===== src/rtl/io_input_conditioner_if.sv =====
// Wishbone slave bus for the input conditioner register window.
// Signal names keep the Caravel wbs_* naming so the harness can wire it
// straight through.
//   wbs_cyc_i/wbs_stb_i/wbs_we_i : cycle, strobe, write enable
//   wbs_sel_i                    : byte selects (writes need all four)
//   wbs_adr_i/wbs_dat_i          : address, write data
//   wbs_ack_o/wbs_dat_o          : single-cycle ack, registered read data
interface io_input_conditioner_if;
  logic        wbs_cyc_i;
  logic        wbs_stb_i;
  logic        wbs_we_i;
  logic [3:0]  wbs_sel_i;
  logic [31:0] wbs_adr_i;
  logic [31:0] wbs_dat_i;
  logic        wbs_ack_o;
  logic [31:0] wbs_dat_o;

  modport slave (
    input  wbs_cyc_i, wbs_stb_i, wbs_we_i, wbs_sel_i, wbs_adr_i, wbs_dat_i,
    output wbs_ack_o, wbs_dat_o
  );

  modport master (
    output wbs_cyc_i, wbs_stb_i, wbs_we_i, wbs_sel_i, wbs_adr_i, wbs_dat_i,
    input  wbs_ack_o, wbs_dat_o
  );
endinterface


===== src/rtl/io_input_conditioner.sv =====
// Input conditioner in front of the project-select harness.
// Every pad is synchronised into clk, optionally debounced per pin, and the
// registered result io_sync_out replaces raw io_in at the harness mux.
//
// Ports:
//   clk, reset_n : system clock, asynchronous active-low reset
//   io_in        : raw asynchronous pad inputs [WIDTH]
//   io_sync_out  : conditioned pad levels [WIDTH]
//   wb           : Wishbone slave (io_input_conditioner_if.slave)
//
// Register window (word offsets from BASE_ADDR):
//   0x00 DB_MASK0 RW   0x04 DB_MASK1 RW   0x08 DB_PERIOD RW (16b)
//   0x0C CHG0 W1C      0x10 CHG1 W1C      0x14 LEVEL0 RO  0x18 LEVEL1 RO
//
// Build option: define IO_COND_CHANGE_CAPTURE_EN to build the sticky
// per-pin change flags; without it CHG reads 0 and CHG writes are no-ops.
//
// The register map splits pins into a low word and a high word, so WIDTH
// must lie in 33..64.

// Per-pin slice: synchroniser chain, 3-sample history, debounced level.
module io_cond_pin #(
  parameter int SYNC_STAGES = 2
) (
  input  logic clk,
  input  logic reset_n,
  input  logic pin_i,
  input  logic tick_i,
  output logic s_o,
  output logic db_o
);
  logic [SYNC_STAGES-1:0] sync_q;
  logic [2:0]             hist_q, hist_d;
  logic                   db_q;

  assign s_o    = sync_q[SYNC_STAGES-1];
  assign db_o   = db_q;
  // db follows the history it is about to store, so db and history move on
  // the same tick.
  assign hist_d = {hist_q[1:0], s_o};

  always_ff @(posedge clk or negedge reset_n) begin
    if (!reset_n) begin
      sync_q <= '0;
      hist_q <= '0;
      db_q   <= 1'b0;
    end else begin
      sync_q <= {sync_q[SYNC_STAGES-2:0], pin_i};
      if (tick_i) begin
        hist_q <= hist_d;
        if (&hist_d || ~|hist_d) db_q <= hist_d[0];
      end
    end
  end
endmodule

module io_input_conditioner #(
  parameter int          WIDTH         = 38,
  parameter int          SYNC_STAGES   = 2,
  parameter logic [31:0] BASE_ADDR     = 32'h3000_0600,
  parameter logic [15:0] DB_PERIOD_RST = 16'd40000
) (
  input  logic                 clk,
  input  logic                 reset_n,
  input  logic [WIDTH-1:0]     io_in,
  output logic [WIDTH-1:0]     io_sync_out,
  io_input_conditioner_if.slave wb
);
  localparam int HI_W = WIDTH - 32;

  // ---------------- per-pin slices ----------------
  logic [WIDTH-1:0] s, db;
  logic             tick;

  io_cond_pin #(.SYNC_STAGES(SYNC_STAGES)) u_pin [WIDTH-1:0] (
    .clk    (clk),
    .reset_n(reset_n),
    .pin_i  (io_in),
    .tick_i (tick),
    .s_o    (s),
    .db_o   (db)
  );

  // ---------------- bus decode ----------------
  logic [31:0] off;
  logic [2:0]  widx;
  logic        hit, valid, wr;
  logic        ack_q;
  logic [31:0] dat_q, dat_d, rdata;

  assign off  = wb.wbs_adr_i - BASE_ADDR;   // wraps high for addresses below base
  assign widx = off[4:2];
  assign hit  = (off < 32'h1C) && (wb.wbs_adr_i[1:0] == 2'b00);
  // Blocking on ack_q guarantees a low cycle between acks even if the
  // master keeps strobing.
  assign valid = wb.wbs_cyc_i && wb.wbs_stb_i && hit && !ack_q;
  assign wr    = valid && wb.wbs_we_i && (&wb.wbs_sel_i);

  // ---------------- config registers ----------------
  logic [WIDTH-1:0] mask_q, mask_d;
  logic [15:0]      period_q, period_d;
  logic [15:0]      cnt_q, cnt_d, cnt_last;

  always_comb begin
    mask_d   = mask_q;
    period_d = period_q;
    if (wr) begin
      case (widx)
        3'd0:    mask_d[31:0]      = wb.wbs_dat_i;
        3'd1:    mask_d[WIDTH-1:32] = wb.wbs_dat_i[HI_W-1:0];
        3'd2:    period_d          = wb.wbs_dat_i[15:0];
        default: ;
      endcase
    end
  end

  // ---------------- prescaler ----------------
  // Period 0 is treated as 1: tick every cycle.
  assign cnt_last = (period_q == 16'd0) ? 16'd0 : period_q - 16'd1;
  assign tick     = (cnt_q == cnt_last);

  always_comb begin
    if (wr && widx == 3'd2) cnt_d = 16'd0;
    else if (tick)          cnt_d = 16'd0;
    else                    cnt_d = cnt_q + 16'd1;
  end

  // ---------------- output mux ----------------
  logic [WIDTH-1:0] io_sync_q, io_sync_d;

  assign io_sync_d   = (mask_q & db) | (~mask_q & s);
  assign io_sync_out = io_sync_q;

  // ---------------- change capture ----------------
  logic [WIDTH-1:0] chg_rd;

`ifdef IO_COND_CHANGE_CAPTURE_EN
  logic [WIDTH-1:0] chg_q, chg_d, prev_q, clr;

  always_comb begin
    clr = '0;
    if (wr && widx == 3'd3) clr[31:0]       = wb.wbs_dat_i;
    if (wr && widx == 3'd4) clr[WIDTH-1:32] = wb.wbs_dat_i[HI_W-1:0];
    // OR-ing the edge after the clear makes a coincident set win.
    chg_d = (chg_q & ~clr) | (io_sync_q ^ prev_q);
  end

  always_ff @(posedge clk or negedge reset_n) begin
    if (!reset_n) begin
      chg_q  <= '0;
      prev_q <= '0;
    end else begin
      chg_q  <= chg_d;
      prev_q <= io_sync_q;
    end
  end

  assign chg_rd = chg_q;
`else
  assign chg_rd = '0;
`endif

  // ---------------- read mux ----------------
  always_comb begin
    case (widx)
      3'd0:    rdata = mask_q[31:0];
      3'd1:    rdata = 32'(mask_q[WIDTH-1:32]);
      3'd2:    rdata = {16'h0000, period_q};
      3'd3:    rdata = chg_rd[31:0];
      3'd4:    rdata = 32'(chg_rd[WIDTH-1:32]);
      3'd5:    rdata = io_sync_q[31:0];
      3'd6:    rdata = 32'(io_sync_q[WIDTH-1:32]);
      default: rdata = 32'h0;
    endcase
  end

  // Data is only non-zero alongside an ack for a read.
  assign dat_d = (valid && !wb.wbs_we_i) ? rdata : 32'h0;

  assign wb.wbs_ack_o = ack_q;
  assign wb.wbs_dat_o = dat_q;

  // ---------------- state ----------------
  always_ff @(posedge clk or negedge reset_n) begin
    if (!reset_n) begin
      mask_q    <= '0;
      period_q  <= DB_PERIOD_RST;
      cnt_q     <= 16'd0;
      io_sync_q <= '0;
      ack_q     <= 1'b0;
      dat_q     <= 32'h0;
    end else begin
      mask_q    <= mask_d;
      period_q  <= period_d;
      cnt_q     <= cnt_d;
      io_sync_q <= io_sync_d;
      ack_q     <= valid;
      dat_q     <= dat_d;
    end
  end
endmodule

===== src/flat_wrapper.sv =====
// flat-port wrapper written by rule: the top's interface ports become plain ports
module io_input_conditioner_flat 
#(
  parameter int          WIDTH         = 38,
  parameter int          SYNC_STAGES   = 2,
  parameter logic [31:0] BASE_ADDR     = 32'h3000_0600,
  parameter logic [15:0] DB_PERIOD_RST = 16'd40000
)
  (clk, reset_n, io_in, io_sync_out, wb_wbs_cyc_i, wb_wbs_stb_i, wb_wbs_we_i, wb_wbs_sel_i, wb_wbs_adr_i, wb_wbs_dat_i, wb_wbs_ack_o, wb_wbs_dat_o);
  io_input_conditioner_if wb_i ();
  input  logic clk;
  input  logic reset_n;
  input  logic [WIDTH-1:0] io_in;
  output logic [WIDTH-1:0] io_sync_out;
  input wire logic [$bits(wb_i.wbs_cyc_i)-1:0] wb_wbs_cyc_i;
  input wire logic [$bits(wb_i.wbs_stb_i)-1:0] wb_wbs_stb_i;
  input wire logic [$bits(wb_i.wbs_we_i)-1:0] wb_wbs_we_i;
  input wire logic [$bits(wb_i.wbs_sel_i)-1:0] wb_wbs_sel_i;
  input wire logic [$bits(wb_i.wbs_adr_i)-1:0] wb_wbs_adr_i;
  input wire logic [$bits(wb_i.wbs_dat_i)-1:0] wb_wbs_dat_i;
  output wire logic [$bits(wb_i.wbs_ack_o)-1:0] wb_wbs_ack_o;
  output wire logic [$bits(wb_i.wbs_dat_o)-1:0] wb_wbs_dat_o;
  assign wb_i.wbs_cyc_i = wb_wbs_cyc_i;
  assign wb_i.wbs_stb_i = wb_wbs_stb_i;
  assign wb_i.wbs_we_i = wb_wbs_we_i;
  assign wb_i.wbs_sel_i = wb_wbs_sel_i;
  assign wb_i.wbs_adr_i = wb_wbs_adr_i;
  assign wb_i.wbs_dat_i = wb_wbs_dat_i;
  assign wb_wbs_ack_o = wb_i.wbs_ack_o;
  assign wb_wbs_dat_o = wb_i.wbs_dat_o;
  io_input_conditioner #(.WIDTH(WIDTH), .SYNC_STAGES(SYNC_STAGES), .BASE_ADDR(BASE_ADDR), .DB_PERIOD_RST(DB_PERIOD_RST)) u_core (.clk(clk), .reset_n(reset_n), .io_in(io_in), .io_sync_out(io_sync_out), .wb(wb_i));
endmodule

===== config.mk =====
export PLATFORM = sky130hd
export DESIGN_NAME = io_input_conditioner_flat
export DESIGN_NICKNAME = d
export VERILOG_FILES = /design/src/rtl/io_input_conditioner_if.sv /design/src/rtl/io_input_conditioner.sv /design/src/flat_wrapper.sv
export SDC_FILE = /design/constraint.sdc
export NUM_CORES = 1
export LEC_CHECK = 0
export CAP_MARGIN = 30
export CELL_PAD_IN_SITES_DETAIL_PLACEMENT = 0
export CELL_PAD_IN_SITES_GLOBAL_PLACEMENT = 1
export CORE_MARGIN = 3
export CORE_UTILIZATION = 50
export CTS_BUF_LIST = sky130_fd_sc_hd__clkbuf_8
export DETAILED_ROUTE_END_ITERATION = 10
export PLACE_DENSITY_LB_ADDON = 0.12
export SYNTH_ARGS = -nofsm -noshare
export SYNTH_HDL_FRONTEND = slang
export SYNTH_SLANG_ARGS = --single-unit

===== constraint.sdc =====
create_clock -name clk -period 7.2 [get_ports clk]
set_clock_uncertainty 0.2 [all_clocks]
set_input_delay 0.72 -clock clk [delete_from_list [all_inputs] [get_ports clk]]
set_output_delay 0.72 -clock clk [all_outputs]
set_load 0.01 [all_outputs]

==> metrics, run 1 <==
highest clock rate ~200 MHz; Mapped Nets roughly 1100; largest net degree at the start of global routing 189; Max VDD drop roughly 0.14 mV; GR Layer Usage met3 3.56%; final hold vios 0; CTS Root Buffer Type clkbuf_8; Slew Viols, Final 0; CTS sink cnt between 300 and 400; grt met2 use 35.0%; crit start category flop; Reg-to-Reg Start u_core.period_q[0]; drt pass-1 iters 4; P&R area growth vs syn 23.9%; outcome finished, final reports clean; post-route ant nets 0; Post-synth EDFFs 0; Worst-path clk slew 0.06 ns; DR DRC count 0; vias after detailed routing roughly 9100; Least-Margin Pin Slew 1.01 ns; number of global-route vias before repair roughly 9000; hold path depth 0; top_reg_cell synth dfrtp_1; core area 26400 sq um; GPL Wtd Cong approximately 0.86; period utilization 69.6%; nets between 1000 and 1500; CTS tree done; count of port buffers added during placement between 150 and 200; Synth Cell Area around 14000 sq um; synthesized instance count ~1000; Seq/Total Area, Yosys between 60% and 70%; H-Tree Depth 2; R2R setup slack 2.19 ns; GRT overflow 0; Crit Reg-Reg Endpoint u_core.u_pin[10].hist_q[1]; die width around 170 um; post-CTS setup buffers 0; site row count approximately 60; Starting Density between 50% and 60%; busiest grt layer met2; via/cell ratio 5.70; Worst setup EP type flop; commonest non-fill, non-tap cell in the layout dfrtp_1; post-CTS sizing 0; total track usage between 20% and 30%; Synth warnings 0; setup_tns 0 ns; Max Cap Violations 0; first-pass GRT wire length roughly 50 mm; DRT iter0 DRCs between 600 and 700; critical path class reg -> reg; # diodes 0; RSZ-0062 raised after global routing no; most frequent cells in the layout 326 x dfrtp_1, 180 x clkdlybuf4s50_1, 138 x mux2_2, 77 x o31ai_1, 68 x nor2_1; PD cells roughly 230 nW/um^2; crit-path max FO 60; die area approximately 30000 sq um; Top Ports ~180; clk_lat worst skew about 0.57 ns; utilization after layout between 60% and 70%; layout cell share with drive strength beyond 1 ~23%; DP Wirelength just over 20 mm; Worst slew margin around a third; Synth cell types 55; Hold Crit Endpoint u_core.u_pin[1].sync_q[1]; cts bufs inserted 53; syn avg cell area between 10 and 15 sq um; wire length per cell 19.7 um; CP Data Required Time 7.44 ns; GR Util met1 between 30% and 40%; worst min path class reg -> reg; Hold Crit Start u_core.u_pin[1].sync_q[0]; synthesized flop and latch total about 330; Die Span Y around 170 um; Final setup viols 0; WP data arrival roughly 5.3 ns; Clock Tree Buf Depth 3; static leakage around 7.3 nW; initial antenna violation count 0; min cycle time layout about 5 ns; Async SR Flop Fraction 100%; R2R cell count 10; WL final around 31 mm
## kinds of logic after synthesis
logic type | count (synthesis) | synth area share (%)
flip-flops | 331 | 60.8
AND/OR/NAND/NOR | 223 | 8.55
AO/OA/AOI/OAI | 185 | 10.0
multiplexers | 183 | 16.2
buffers and inverters | 56 | 1.91
XOR/XNOR | 36 | 2.31
adder cells (fa/ha/maj) | 3 | 0.275
## registers in the layout, summed over array words and instances, names as in the netlist
register             flops
u_core.wb.wbs_ack_o      1
u_core.u_pin.hist_q     76
u_core.period_q         16
u_core.u_pin.db_o       38
u_core.u_pin.sync_q     76
u_core.io_sync_out      38
u_core.mask_q           38
u_core.cnt_q            16
u_core.wb.wbs_dat_o     32
## cell usage after synthesis, types with 4 or more instances
| cell type | count | area [sq um] |
|---|---|---|
| clkbuf_1 | 39 | 146 |
| a211oi_1 | 6 | 45.0 |
| or3_1 | 6 | 37.5 |
| nand2_1 | 13 | 48.8 |
| nand2b_1 | 4 | 25.0 |
| dfstp_2 | 5 | 131 |
| o21ai_0 | 6 | 30.0 |
| dfrtp_1 | 326 | 8160 |
| xnor2_1 | 16 | 140 |
| nor3_1 | 21 | 105 |
| nor4_1 | 9 | 56.3 |
| xor2_1 | 20 | 175 |
| mux2_2 | 138 | 1550 |
| nand3_1 | 56 | 280 |
| or4_1 | 6 | 45.0 |
| o211ai_1 | 40 | 300 |
| nor2_1 | 68 | 255 |
| nand4_1 | 11 | 68.8 |
| a22oi_1 | 26 | 195 |
| a221oi_1 | 9 | 78.8 |
| o31ai_1 | 77 | 578 |
| a21oi_1 | 8 | 40.0 |
| mux2_4 | 40 | 601 |
| buf_6 | 6 | 67.6 |
| mux2i_1 | 5 | 50.1 |
| and3_1 | 7 | 43.8 |
| buf_2 | 4 | 20.0 |
## final cells by class
type / instances / area (sq um)
Clock buffer: 66 / 908
Clock inverter: 26 / 146
Fill cell: 2105 / 9530
Inverter: 4 / 15.0
Multi-Input combinational cell: 630 / 5140
Sequential cell: 331 / 8290
Tap cell: 335 / 419
Timing Repair Buffer: 199 / 1980
## worst max-delay path, stage by stage (launching register included)
cell and delay (ns):
dfrtp_1 0.44, inv_1 0.08, ha_1 0.22, or4b_2 0.58, or4_1 0.58, nor3_1 0.20, a21oi_1 0.06, or4b_2 0.94
or3_4 0.62, buf_4 0.44, mux2_4 0.42
## what timing repair did
| item | CTS | global route |
|---|---|---|
| endpoints found under the setup margin | 0 | 0 |
| endpoints found under the hold margin | 58 | 0 |
| hold buffers | 1 | 0 |
## metal layers
layer  vias up  part of all wire [%]
met2       216                    49
li1       4211                     -
met4         0                   1.8
met5         -                     0
met3        48                   4.2
met1      4587                    45
## worst max-delay path by stage
| stage | startpoint | endpoint | cells after the start |
|---|---|---|---|
| 2_1_floorplan | u_core.period_q[0] | u_core.u_pin[0].hist_q[1] | 14 |
| 3_3_place_gp | wb_wbs_adr_i[9] | u_core.period_q[0] | 8 |
| 3_5_place_dp | u_core.period_q[0] | u_core.u_pin[17].hist_q[1] | 10 |
| 4_1_cts | u_core.period_q[0] | u_core.u_pin[10].hist_q[1] | 10 |
| 5_1_grt | u_core.period_q[5] | u_core.u_pin[10].hist_q[0] | 9 |
| 6_report | u_core.period_q[0] | u_core.u_pin[10].hist_q[1] | 10 |
## metrics by stage
| step | area (sq um) | std cells | total power [mW] | hold WS [ns] | setup slack, ns |
|---|---|---|---|---|---|
| 2_1_floorplan | 13600 | 1017 | 2.14 | 0.131 | 3.25 |
| 3_5_place_dp | 15800 | 1497 | 2.31 | 0.135 | 2.24 |
| 4_1_cts | 16900 | 1590 | 3.90 | 0.145 | 2.20 |
| 6_report | 16900 | 1591 | 3.84 | 0.141 | 2.19 |
| 3_3_place_gp | 15800 | 1494 | 2.30 | 0.133 | 2.11 |
| 5_1_grt | 16900 | 1591 | 4.02 | 0.146 | 1.93 |
## power breakdown
group          switching [mW]  total [mW]  internal, mW
logic                   0.108       0.255         0.147
registers              0.0735        2.02          1.95
clock network           0.705        1.56         0.858
total                   0.887        3.84          2.95
Power figures use the tool's default switching activity.
==> inputs of run 2 (changes only) <==
--- a/config.mk
+++ b/config.mk
@@ -9,7 +9,7 @@
 export CELL_PAD_IN_SITES_DETAIL_PLACEMENT = 0
 export CELL_PAD_IN_SITES_GLOBAL_PLACEMENT = 1
 export CORE_MARGIN = 3
-export CORE_UTILIZATION = 50
+export CORE_UTILIZATION = 47
 export CTS_BUF_LIST = sky130_fd_sc_hd__clkbuf_8
 export DETAILED_ROUTE_END_ITERATION = 10
 export PLACE_DENSITY_LB_ADDON = 0.12
==> constraint.sdc (replaced) <==
create_clock -name clk -period 4.81 [get_ports clk]
set_clock_uncertainty 0.2 [all_clocks]
set_input_delay 0.481 -clock clk [delete_from_list [all_inputs] [get_ports clk]]
set_output_delay 0.481 -clock clk [all_outputs]
set_load 0.01 [all_outputs]
==> run 2 against run 1 <==
Clock power up 54%. Sequential cell count did not move. Die area increased by 6.2%. Worst hold slack worse by 0.00093 ns. Register-to-register slack got worse by 1.8 ns. Sequential power increased by 50%. Count of clock-buffer cells in the layout is 2 higher. Power rose by 51%. Critical path depth did not move. Design area rose by 1.3%. Critical path type unchanged. Critical endpoint is now u_core.u_pin[34].hist_q[0]. Largest cell class unchanged. Highest routed layer unchanged.
==> metrics, run 2 (synthesis gave the netlist of run 1 again) <==
DR DRC count 0 (unchanged); RSZ-0062 raised after global routing no; clk_lat worst skew 0.57 ns (about the same); most frequent cells in the layout 326 x dfrtp_1, 180 x clkdlybuf4s50_1, 138 x mux2_2, 77 x o31ai_1; placed insts 1551 (+3.6%); CTS sink cnt 331 (unchanged); total power of the final layout 5.82 mW (+51%); setup_tns 0 ns (unchanged); post-CTS setup buffers 0 (unchanged); final hold vios 0 (unchanged); static leakage 7.38 nW (+1.5%); Max Cap Violations 0 (unchanged); cts bufs inserted 55 (+3.8%); vias after detailed routing 9179 (+1.3%); min cycle time layout 4.45 ns (-0.567 ns); Least-Margin Pin Slew 1.01 ns (+0.000108 ns); Slew Viols, Final 0 (unchanged); Final setup viols 0 (unchanged); CTS tree done; outcome finished, final reports clean; DP Wirelength 21.1 mm (+2.7%); GRT overflow 0 (unchanged); post-route ant nets 0 (unchanged); critical path class reg -> reg; Worst setup EP type flop; number of global-route vias before repair 9548 (+4.5%); initial antenna violation count 0 (unchanged); via/cell ratio 5.56 (-2.4%); crit start category flop; crit-path max FO 56 (-6.7%); total track usage 21.0% (-0.46 points); core area 28200 sq um (+6.6%); Worst-path clk slew 0.06 ns (about the same); Crit path largest cell delay 0.67 ns (-0.27 ns); worst hold slack 0.140 ns (-0.000934 ns); DRT iter0 DRCs 650 (+5.2%); WL final 32.4 mm (+3.3%); die area 31100 sq um (+6.2%); period utilization 92.4% (+23 points); CP cell instances inv_1, ha_1, or4b_2, or4_1, nor3_1, a21oi_1, or4b_2, or3_4, buf_12, mux2_4; Max VDD drop 0.216 mV (+50%); CTS Root Buffer Type clkbuf_8; post-CTS sizing 0 (unchanged); nets 1345 (+0.90%); Top Ports 182 (unchanged); Worst path slowest cell or4b_2; Register Area 8290 sq um (unchanged); worst min path class reg -> reg; Worst slew margin 32.5% (-0.17 points); first-pass GRT wire length 52.0 mm (+4.4%); layout cell share with drive strength beyond 1 23.7% (+0.54 points); P&R area growth vs syn 25.4%; Die Span Y 176 um (+3.0%); GPL Wtd Cong 0.842 (-2.0%); Starting Density 48.4% (-3.2 points); largest registers u_core.u_pin.hist_q x76, u_core.u_pin.sync_q x76; area of the multi-input gates 5140 sq um (unchanged); site row count 61 (+3.4%); commonest non-fill, non-tap cell in the layout dfrtp_1; fillers 2228 (+5.8%); post-route insts no fill 1652 (+3.8%); drt pass-1 iters 5 (+1); H-Tree Depth 2 (unchanged); largest net degree at the start of global routing 111 (-41%); CP Data Required Time 5.06 ns (-2.38 ns); wire length per cell 19.6 um (-0.48%); count of port buffers added during placement 181 (unchanged); Clock Tree Buf Depth 3 (unchanged); WP data arrival 4.69 ns (-0.56 ns); # diodes 0 (unchanged); PD cells 340 nW/um^2 (+50%); die width 176 um (+3.0%); highest clock rate 225 MHz (+13%); critical path's most frequent cell or4b_2
-- run 2: changes by cell type in the layout (fill, tap and decap cells not counted), sizes merged --
cell,previous run,this run
buf,18,28
inv,21,29
clkinv,7,4
clkbuf,66,68
clkinvlp,1,2
-- run 2: cell type report --
type / count / share of cell area, %
tap: 378 / 2.76
timing repair buffer: 209 / 12.2
inverter: 4 / 0.0877
clock buffer: 68 / 5.47
sequential: 331 / 48.4
clock inverter: 32 / 0.994
multi-input combinational: 630 / 30.0
-- run 2: routing by layer --
layer	wire length [um]	vias to the layer above	part of all wire, %	GRT usage, %
met4	422	0	1.3	5.24
met1	15100	4642	47	30.3
met3	1700	42	5.2	3.55
met5	0	-	0	0
met2	15200	263	47	33.6
li1	-	4232	-	-
-- run 2: final timing paths --
kind,start,end,slack (ns),cells after the start
max,u_core.period_q[0],u_core.u_pin[34].hist_q[0],0.36,10
min,u_core.u_pin[25].sync_q[0],u_core.u_pin[25].sync_q[1],0.14,0
max reg2reg,u_core.period_q[0],u_core.u_pin[34].hist_q[0],0.36,10
min reg2reg,u_core.u_pin[25].sync_q[0],u_core.u_pin[25].sync_q[1],0.14,0
max in group asynchronous,reset_n,u_core.u_pin[14].hist_q[0],2.92,3
min in group asynchronous,reset_n,u_core.wb.wbs_dat_o[8],0.37,2
-- run 2: worst max-delay path, delay by kind of cell (launching register included) --
| kind | cells | cell delay (ns) |
|---|---|---|
| AND/OR/NAND/NOR | 5 | 2.61 |
| flip-flops | 1 | 0.45 |
| buffers and inverters | 2 | 0.36 |
| multiplexers | 1 | 0.35 |
| adder cells (fa/ha/maj) | 1 | 0.21 |
| AO/OA/AOI/OAI | 1 | 0.06 |
-- run 2: report_power, final --
group | total, mW | switching, mW | internal (mW)
Clock | 2.41 | 1.08 | 1.33
Sequential | 3.03 | 0.107 | 2.92
Combinational | 0.387 | 0.165 | 0.221
Total | 5.82 | 1.35 | 4.47
-- run 2: stage by stage --
| stage | instance area, sq um | util, % | worst slack, ns |
|---|---|---|---|
| finish | 17100 | 60.8 | 0.364 |
| global route | 17100 | 60.8 | 0.257 |
| detailed placement | 16000 | 56.8 | 0.413 |
| global placement | 16000 | 56.8 | 0.486 |
| CTS | 17100 | 60.8 | 0.405 |
| floorplan | 13600 | - | 0.857 |
-- run 2: repair_timing --
item                                   in CTS  in global routing
endpoints found under the hold margin     104                  0
setup endpoints to repair                   0                  0
hold buffers                                1                  0
